File: src/rtl/ifu_thr_ready_ctl_if.sv
// Thread-ready controller bus: scheduler/pipeline events in, ready vectors
// and LRU-update information out. The master drives the events; the
// controller is the slave.
interface ifu_thr_ready_ctl_if;
    logic [3:0] thr_en;
    logic [3:0] grant_vec;
    logic       stall_s;
    logic       kill_e;
    logic [3:0] rollback_vec;
    logic [3:0] miss_vec;
    logic [3:0] spec_wake;
    logic [3:0] fill_done;
    logic [3:0] req_vec;
    logic [3:0] spec_vec;
    logic       use_spec;
    logic [3:0] recent_vec;
    logic       load_recent;
    logic       grant_err;

    modport master (
        output thr_en, grant_vec, stall_s, kill_e, rollback_vec,
               miss_vec, spec_wake, fill_done,
        input  req_vec, spec_vec, use_spec, recent_vec, load_recent, grant_err
    );

    modport slave (
        input  thr_en, grant_vec, stall_s, kill_e, rollback_vec,
               miss_vec, spec_wake, fill_done,
        output req_vec, spec_vec, use_spec, recent_vec, load_recent, grant_err
    );
endinterface

File: src/rtl/ifu_thr_ready_ctl.sv
// Per-thread readiness tracking for a 4-thread fetch unit, plus S/D/E
// thread tracking that feeds the LRU scheduler's recently-used update.
//
//  state | meaning
//  ------+-----------------------------------------------------------
//  HALT  | thread disabled; not eligible for fetch
//  RDY   | thread ready, no outstanding long-latency event
//  WAIT  | thread waiting on a miss, no completion predicted yet
//  SPEC  | miss completion predicted; eligible only speculatively
module ifu_thr_ready_ctl (
    input  logic             clk,
    input  logic             reset,
    ifu_thr_ready_ctl_if.slave bus
);

    localparam logic [1:0] ST_HALT = 2'd0;
    localparam logic [1:0] ST_RDY  = 2'd1;
    localparam logic [1:0] ST_WAIT = 2'd2;
    localparam logic [1:0] ST_SPEC = 2'd3;

    logic [1:0] state_q [4];
    logic [1:0] state_d [4];

    logic       s_v_q, d_v_q, e_v_q;
    logic       s_v_d, d_v_d, e_v_d;
    logic [3:0] s_t_q, d_t_q, e_t_q;
    logic [3:0] s_t_d, d_t_d, e_t_d;
    logic       grant_err_q, grant_err_d;

    logic [3:0] kill_mask;
    logic       grant_multi;
    logic       s_in_v;
    logic [3:0] req_vec_c;
    logic [3:0] spec_vec_c;

    // A thread being rolled back or disabled loses every in-flight entry.
    assign kill_mask   = bus.rollback_vec | ~bus.thr_en;
    assign grant_multi = |(bus.grant_vec & (bus.grant_vec - 4'd1));
    assign s_in_v      = (|bus.grant_vec) & ~grant_multi &
                         ~(|(bus.grant_vec & kill_mask));

    // Thread state register.
    always_ff @(posedge clk) begin
        for (int i = 0; i < 4; i++) begin
            if (reset) state_q[i] <= ST_HALT;
            else       state_q[i] <= state_d[i];
        end
    end

    // Thread next-state: disable overrides, fill completion beats miss.
    always_comb begin
        for (int i = 0; i < 4; i++) begin
            state_d[i] = state_q[i];
            if (!bus.thr_en[i]) begin
                state_d[i] = ST_HALT;
            end else begin
                case (state_q[i])
                    ST_HALT: state_d[i] = ST_RDY;
                    ST_RDY:  if (bus.miss_vec[i]) state_d[i] = ST_WAIT;
                    ST_WAIT: begin
                        if (bus.fill_done[i])      state_d[i] = ST_RDY;
                        else if (bus.spec_wake[i]) state_d[i] = ST_SPEC;
                    end
                    ST_SPEC: begin
                        if (bus.fill_done[i])
                            state_d[i] = ST_RDY;
                        else if (bus.miss_vec[i] || bus.rollback_vec[i])
                            state_d[i] = ST_WAIT;
                    end
                    default: state_d[i] = ST_HALT;
                endcase
            end
        end
    end

    // Ready vectors decoded from registered state only.
    always_comb begin
        req_vec_c  = '0;
        spec_vec_c = '0;
        for (int i = 0; i < 4; i++) begin
            req_vec_c[i]  = (state_q[i] == ST_RDY);
            spec_vec_c[i] = (state_q[i] == ST_RDY) || (state_q[i] == ST_SPEC);
        end
    end

    // Stage tracking next-state: shift or hold, then squash killed threads.
    always_comb begin
        if (bus.stall_s) begin
            s_v_d = s_v_q & ~(|(s_t_q & kill_mask));
            d_v_d = d_v_q & ~(|(d_t_q & kill_mask));
            e_v_d = e_v_q & ~(|(e_t_q & kill_mask));
            s_t_d = s_t_q;
            d_t_d = d_t_q;
            e_t_d = e_t_q;
        end else begin
            s_v_d = s_in_v;
            d_v_d = s_v_q & ~(|(s_t_q & kill_mask));
            e_v_d = d_v_q & ~(|(d_t_q & kill_mask));
            s_t_d = grant_multi ? 4'd0 : bus.grant_vec;
            d_t_d = s_t_q;
            e_t_d = d_t_q;
        end
        grant_err_d = grant_err_q | grant_multi;
    end

    // Stage tracking and sticky grant error registers.
    always_ff @(posedge clk) begin
        if (reset) begin
            s_v_q       <= 1'b0;
            d_v_q       <= 1'b0;
            e_v_q       <= 1'b0;
            s_t_q       <= 4'd0;
            d_t_q       <= 4'd0;
            e_t_q       <= 4'd0;
            grant_err_q <= 1'b0;
        end else begin
            s_v_q       <= s_v_d;
            d_v_q       <= d_v_d;
            e_v_q       <= e_v_d;
            s_t_q       <= s_t_d;
            d_t_q       <= d_t_d;
            e_t_q       <= e_t_d;
            grant_err_q <= grant_err_d;
        end
    end

    assign bus.req_vec     = req_vec_c;
    assign bus.spec_vec    = spec_vec_c;
    assign bus.use_spec    = ~(|req_vec_c);
    assign bus.recent_vec  = e_v_q ? e_t_q : 4'd0;
    assign bus.load_recent = e_v_q & ~bus.kill_e & ~bus.stall_s &
                             ~(|(bus.rollback_vec & e_t_q));
    assign bus.grant_err   = grant_err_q;

endmodule

File: src/flat_wrapper.sv
// flat-port wrapper written by rule: the top's interface ports become plain ports
module ifu_thr_ready_ctl_flat 
  (clk, reset, bus_thr_en, bus_grant_vec, bus_stall_s, bus_kill_e, bus_rollback_vec, bus_miss_vec, bus_spec_wake, bus_fill_done, bus_req_vec, bus_spec_vec, bus_use_spec, bus_recent_vec, bus_load_recent, bus_grant_err);
  ifu_thr_ready_ctl_if bus_i ();
  input  logic clk;
  input  logic reset;
  input wire logic [$bits(bus_i.thr_en)-1:0] bus_thr_en;
  input wire logic [$bits(bus_i.grant_vec)-1:0] bus_grant_vec;
  input wire logic [$bits(bus_i.stall_s)-1:0] bus_stall_s;
  input wire logic [$bits(bus_i.kill_e)-1:0] bus_kill_e;
  input wire logic [$bits(bus_i.rollback_vec)-1:0] bus_rollback_vec;
  input wire logic [$bits(bus_i.miss_vec)-1:0] bus_miss_vec;
  input wire logic [$bits(bus_i.spec_wake)-1:0] bus_spec_wake;
  input wire logic [$bits(bus_i.fill_done)-1:0] bus_fill_done;
  output wire logic [$bits(bus_i.req_vec)-1:0] bus_req_vec;
  output wire logic [$bits(bus_i.spec_vec)-1:0] bus_spec_vec;
  output wire logic [$bits(bus_i.use_spec)-1:0] bus_use_spec;
  output wire logic [$bits(bus_i.recent_vec)-1:0] bus_recent_vec;
  output wire logic [$bits(bus_i.load_recent)-1:0] bus_load_recent;
  output wire logic [$bits(bus_i.grant_err)-1:0] bus_grant_err;
  assign bus_i.thr_en = bus_thr_en;
  assign bus_i.grant_vec = bus_grant_vec;
  assign bus_i.stall_s = bus_stall_s;
  assign bus_i.kill_e = bus_kill_e;
  assign bus_i.rollback_vec = bus_rollback_vec;
  assign bus_i.miss_vec = bus_miss_vec;
  assign bus_i.spec_wake = bus_spec_wake;
  assign bus_i.fill_done = bus_fill_done;
  assign bus_req_vec = bus_i.req_vec;
  assign bus_spec_vec = bus_i.spec_vec;
  assign bus_use_spec = bus_i.use_spec;
  assign bus_recent_vec = bus_i.recent_vec;
  assign bus_load_recent = bus_i.load_recent;
  assign bus_grant_err = bus_i.grant_err;
  ifu_thr_ready_ctl u_core (.clk(clk), .reset(reset), .bus(bus_i));
endmodule
File: config.mk
export PLATFORM = sky130hd
export DESIGN_NAME = ifu_thr_ready_ctl_flat
export DESIGN_NICKNAME = d
export VERILOG_FILES = /design/src/rtl/ifu_thr_ready_ctl_if.sv /design/src/rtl/ifu_thr_ready_ctl.sv /design/src/flat_wrapper.sv
export SDC_FILE = /design/constraint.sdc
export NUM_CORES = 1
export LEC_CHECK = 0
export BUFFER_PORTS_ARGS = -buffer_cell sky130_fd_sc_hd__buf_2
export CAP_MARGIN = 10
export CELL_PAD_IN_SITES_DETAIL_PLACEMENT = 0
export CELL_PAD_IN_SITES_GLOBAL_PLACEMENT = 1
export CORE_AREA = 2 2 62 64
export CTS_CLUSTER_SIZE = 16
export DETAILED_ROUTE_END_ITERATION = 12
export DIE_AREA = 0 0 64 66
export GPL_TIMING_DRIVEN = 0
export PLACE_DENSITY = 0.72
export SLEW_MARGIN = 10
export SYNTH_ARGS = -nofsm -noshare
export SYNTH_HDL_FRONTEND = slang
export SYNTH_SLANG_ARGS = --single-unit
File: constraint.sdc
create_clock -name clk -period 1.4 [get_ports clk]
set_input_delay 0.07 -clock clk [delete_from_list [all_inputs] [get_ports clk]]
set_output_delay 0.07 -clock clk [all_outputs]
set_load 0.03 [all_outputs]
==> results.yml <==
sta:
  hold_viol_final: 0
  slew_violations: 0
  setup_violations: 0
  finalCriticalPeriod_ns: 1.361
  slew_headroom: 0.6844
  tns_ns: 0
  tightest_slew_ns: 0.4734
  grt_setup_unrepaired: "true"
  fmax_mhz: 734.8
  finalCritPeriodShare: 0.9721
  skew_ns: 0.01109
pwr:
  switchingPower_mw: 0.3596
  clock_power_share: 0.344
  switching_share: 0.2484
  seq_power_share: 0.491
  power_density_nw_per_um2: 930.9
  p_leak_nw: 0.6724
  comb_power_share: 0.165
  internal_power_mw: 1.088
  vdd_drop_max_mv: 0.3857
run:
  maxCapViolations: 0
floorplan:
  die-area_um2: 4224
  die_h_um: 66
  core-area_um2: 3551
  start_util: 0.3344
  pin_count: 43
  fp-row-count: 22
  dieWidth_um: 64
global_route:
  track_usage: 0.1449
  grt_max_degree: 15
  overflow: 0
  grt_pass1_vias: 1118
  grt_pass1_wl_mm: 4.857
  grt_antenna_before_repair: 0
clock_network:
  clkSlewWorstSetupHoldPaths_ns: 0.14
  htree_levels: 1
  clockRootBuffer: "clkbuf_4"
  clk_latency_ns: 0.32
  cts.sinks: 24
  cts_buffer_depth: 2
  tritoncts: "done"
  cts_made_buffers: 3
logic_synthesis:
  yosysWarnings: 0
  synth_cell_types: 30
  synth_seq_cells: 24
  netlist_instances: 138
  syn_avg_cell_area_um2: 8.604
  seq_area_frac_synth: 0.4046
  synth.area.top_cells: "dfxtp_1 40%, mux2i_1 7.6%, nor2_1 6.6%"
  synthesis.nets: 166
  netlist_area_um2: 1187
  yosys.area.top_type_share: 0.4046
  synth_area_leader_cell: "dfxtp_1"
worst_setup_path:
  arrival_ns: 1.29
  rrSetupSlack_ns: 0.23
  reg2regPathDepth: 4
  startpoint_type: "flop"
  reg2reg_to: "u_core.s_v_q"
  path_max_fanout: 4
  critical_path_required_ns: 1.33
  crit_type: "flop to output pin"
  timing.rr.start: "u_core.s_t_q[0]"
  critPathCaptureType: "output pin"
layout:
  final_area_um2: 1555
  fin_cells: 235
  n_antenna_cell: 0
  area_delta_synth_final_pct: 30.98
  drive_above_1_share: 0.3102
  nets: 216
placed_design:
  gp_congestion: 0.8186
  dpl.hpwl_mm: 2.279
  dp.cells: 228
  placed_cell_area_um2: 1464
  io_buffers: 42
detailed_routing:
  wl_met1_mm: 1.374
  wl_met3_um: 191
  vias_per_cell: 4.894
  top_layer: "met4"
  wl_met2_mm: 1.266
  dr.pass1.iters: 4
  route.detailed.drc: 0
  via_count: 1150
  post_drt_wl_per_cell_um: 12.20
  first_iter_violations: 53
  ant_nets: 0
  drt-total-wl_mm: 2.866
hold_path:
  min-delay-start: "bus_fill_done[3]"
  hold-path-endpoint: "u_core.state_q[1][3]"
  worstHoldPathType: "input port to flop"
  hold_depth: 3
status:
  status: "finished clean"
-- synthesized netlist by cell type --
library cell	count
dfxtp_1	24
nor2_1	21
a21oi_1	11
nand2b_1	10
mux2i_1	9
nand2_1	8
nor3b_1	6
and2_1	5
clkbuf_1	5
nor2b_1	5
a22oi_1	4
nand4_1	4
a21o_1	3
a222oi_1	3
a211oi_1	2
buf_4	2
nand3_1	2
nor4_1	2
a21o_2	1
a311oi_1	1
a31oi_1	1
a32oi_1	1
and4_1	1
buf_2	1
inv_1	1
nand2b_4	1
nor3_1	1
nor4b_1	1
nor4bb_1	1
o32ai_2	1
-- state kept, by name, summed over array words and instances (netlist names) --
signal,cells
u_core.e_t_q,4
u_core.s_v_q,1
u_core.d_v_q,1
u_core.bus.grant_err,1
u_core.e_v_q,1
u_core.state_q,8
u_core.d_t_q,4
u_core.s_t_q,4
-- how the worst max path moves through the flow --
stage / to / from / slack [ns] / depth (start not counted)
finish: bus_use_spec / u_core.state_q[1][0] / 0.04 / 3
global route: bus_use_spec / u_core.state_q[1][0] / -0.06 / 3
CTS: bus_use_spec / u_core.state_q[1][0] / 0.02 / 3
detailed placement: u_core.s_v_q / bus_rollback_vec[1] / 0.14 / 5
global placement: u_core.s_v_q / bus_rollback_vec[1] / 0.18 / 5
floorplan: bus_use_spec / u_core.state_q[1][0] / 0.06 / 2
-- power groups by stage --
stage | logic (mW) | clock network (mW) | registers, mW
after global placement | 0.229 | 0 | 0.724
after floorplan | 0.134 | 0 | 0.727
after detailed placement | 0.233 | 0 | 0.725
after CTS | 0.238 | 0.510 | 0.710
after global routing | 0.261 | 0.545 | 0.714
final | 0.239 | 0.499 | 0.710
-- final cells by class --
class,instances,area [um2]
Fill cell,371,1996
Multi-Input combinational cell,105,673.1
Sequential cell,24,484.2
Timing Repair Buffer,45,242.7
Tap cell,48,60.06
Buffer,8,38.79
Clock inverter,1,30.03
Clock buffer,3,22.52
Inverter,1,3.754
-- through the flow --
step	worst slack (ns)	hold slack (ns)	power (mW)	util
after floorplan	0.06493	0.2091	0.8610	-
after global placement	0.1771	0.3314	0.9533	0.4123
after detailed placement	0.1428	0.3343	0.9577	0.4123
after CTS	0.01585	0.0002768	1.458	0.4306
after global routing	-0.05846	0.005016	1.520	0.4380
final	0.03902	0.007202	1.448	0.4380
-- layer usage --
metal,vias to the layer above,GRT usage
met5,-,0
met4,0,0.04891
met3,5,0.02385
met2,37,0.2513
met1,514,0.1816
li1,594,-
-- critical path, stage by stage (launching register included) --
cell	delay, ns
dfxtp_2	0.35
nor2b_1	0.17
nor4_2	0.26
buf_4	0.20
-- layout by cell type, fill, tap and decap left out, types with 2 or more instances in the layout --
master and count:
buf_4 4, nand2b_1 10, nor2b_1 4, dfxtp_1 21, and2_1 5, clkbuf_4 4, dlygate4sd3_1 2, clkbuf_1 5
dfxtp_2 3, a21o_1 3, nand3_1 2, nor2_1 21, mux2i_1 9, a222oi_1 3, nand4_1 4, a22oi_1 4
a211oi_1 2, buf_2 41, nor3b_1 6, a21oi_1 11, nand2_1 8
-- timing repair --
action                                  in CTS  in global routing
pin swaps                                    0                  1
hold endpoints to repair                     1                  1
buffers inserted                             0                  1
gates resized for setup                      1                  5
hold buffers                                 1                  1
endpoints found under the setup margin       1                  5
-- cells by family after synthesis --
logic type             Yosys count  share of synthesized area
buffers and inverters            9                    0.03582
DFF                             24                     0.4046
and+or+nand+nor                 68                     0.3140
muxes                            9                    0.07587
AOI/OAI and AO/OA               28                     0.1697
Note: power is estimated with default switching activity, not from simulation.
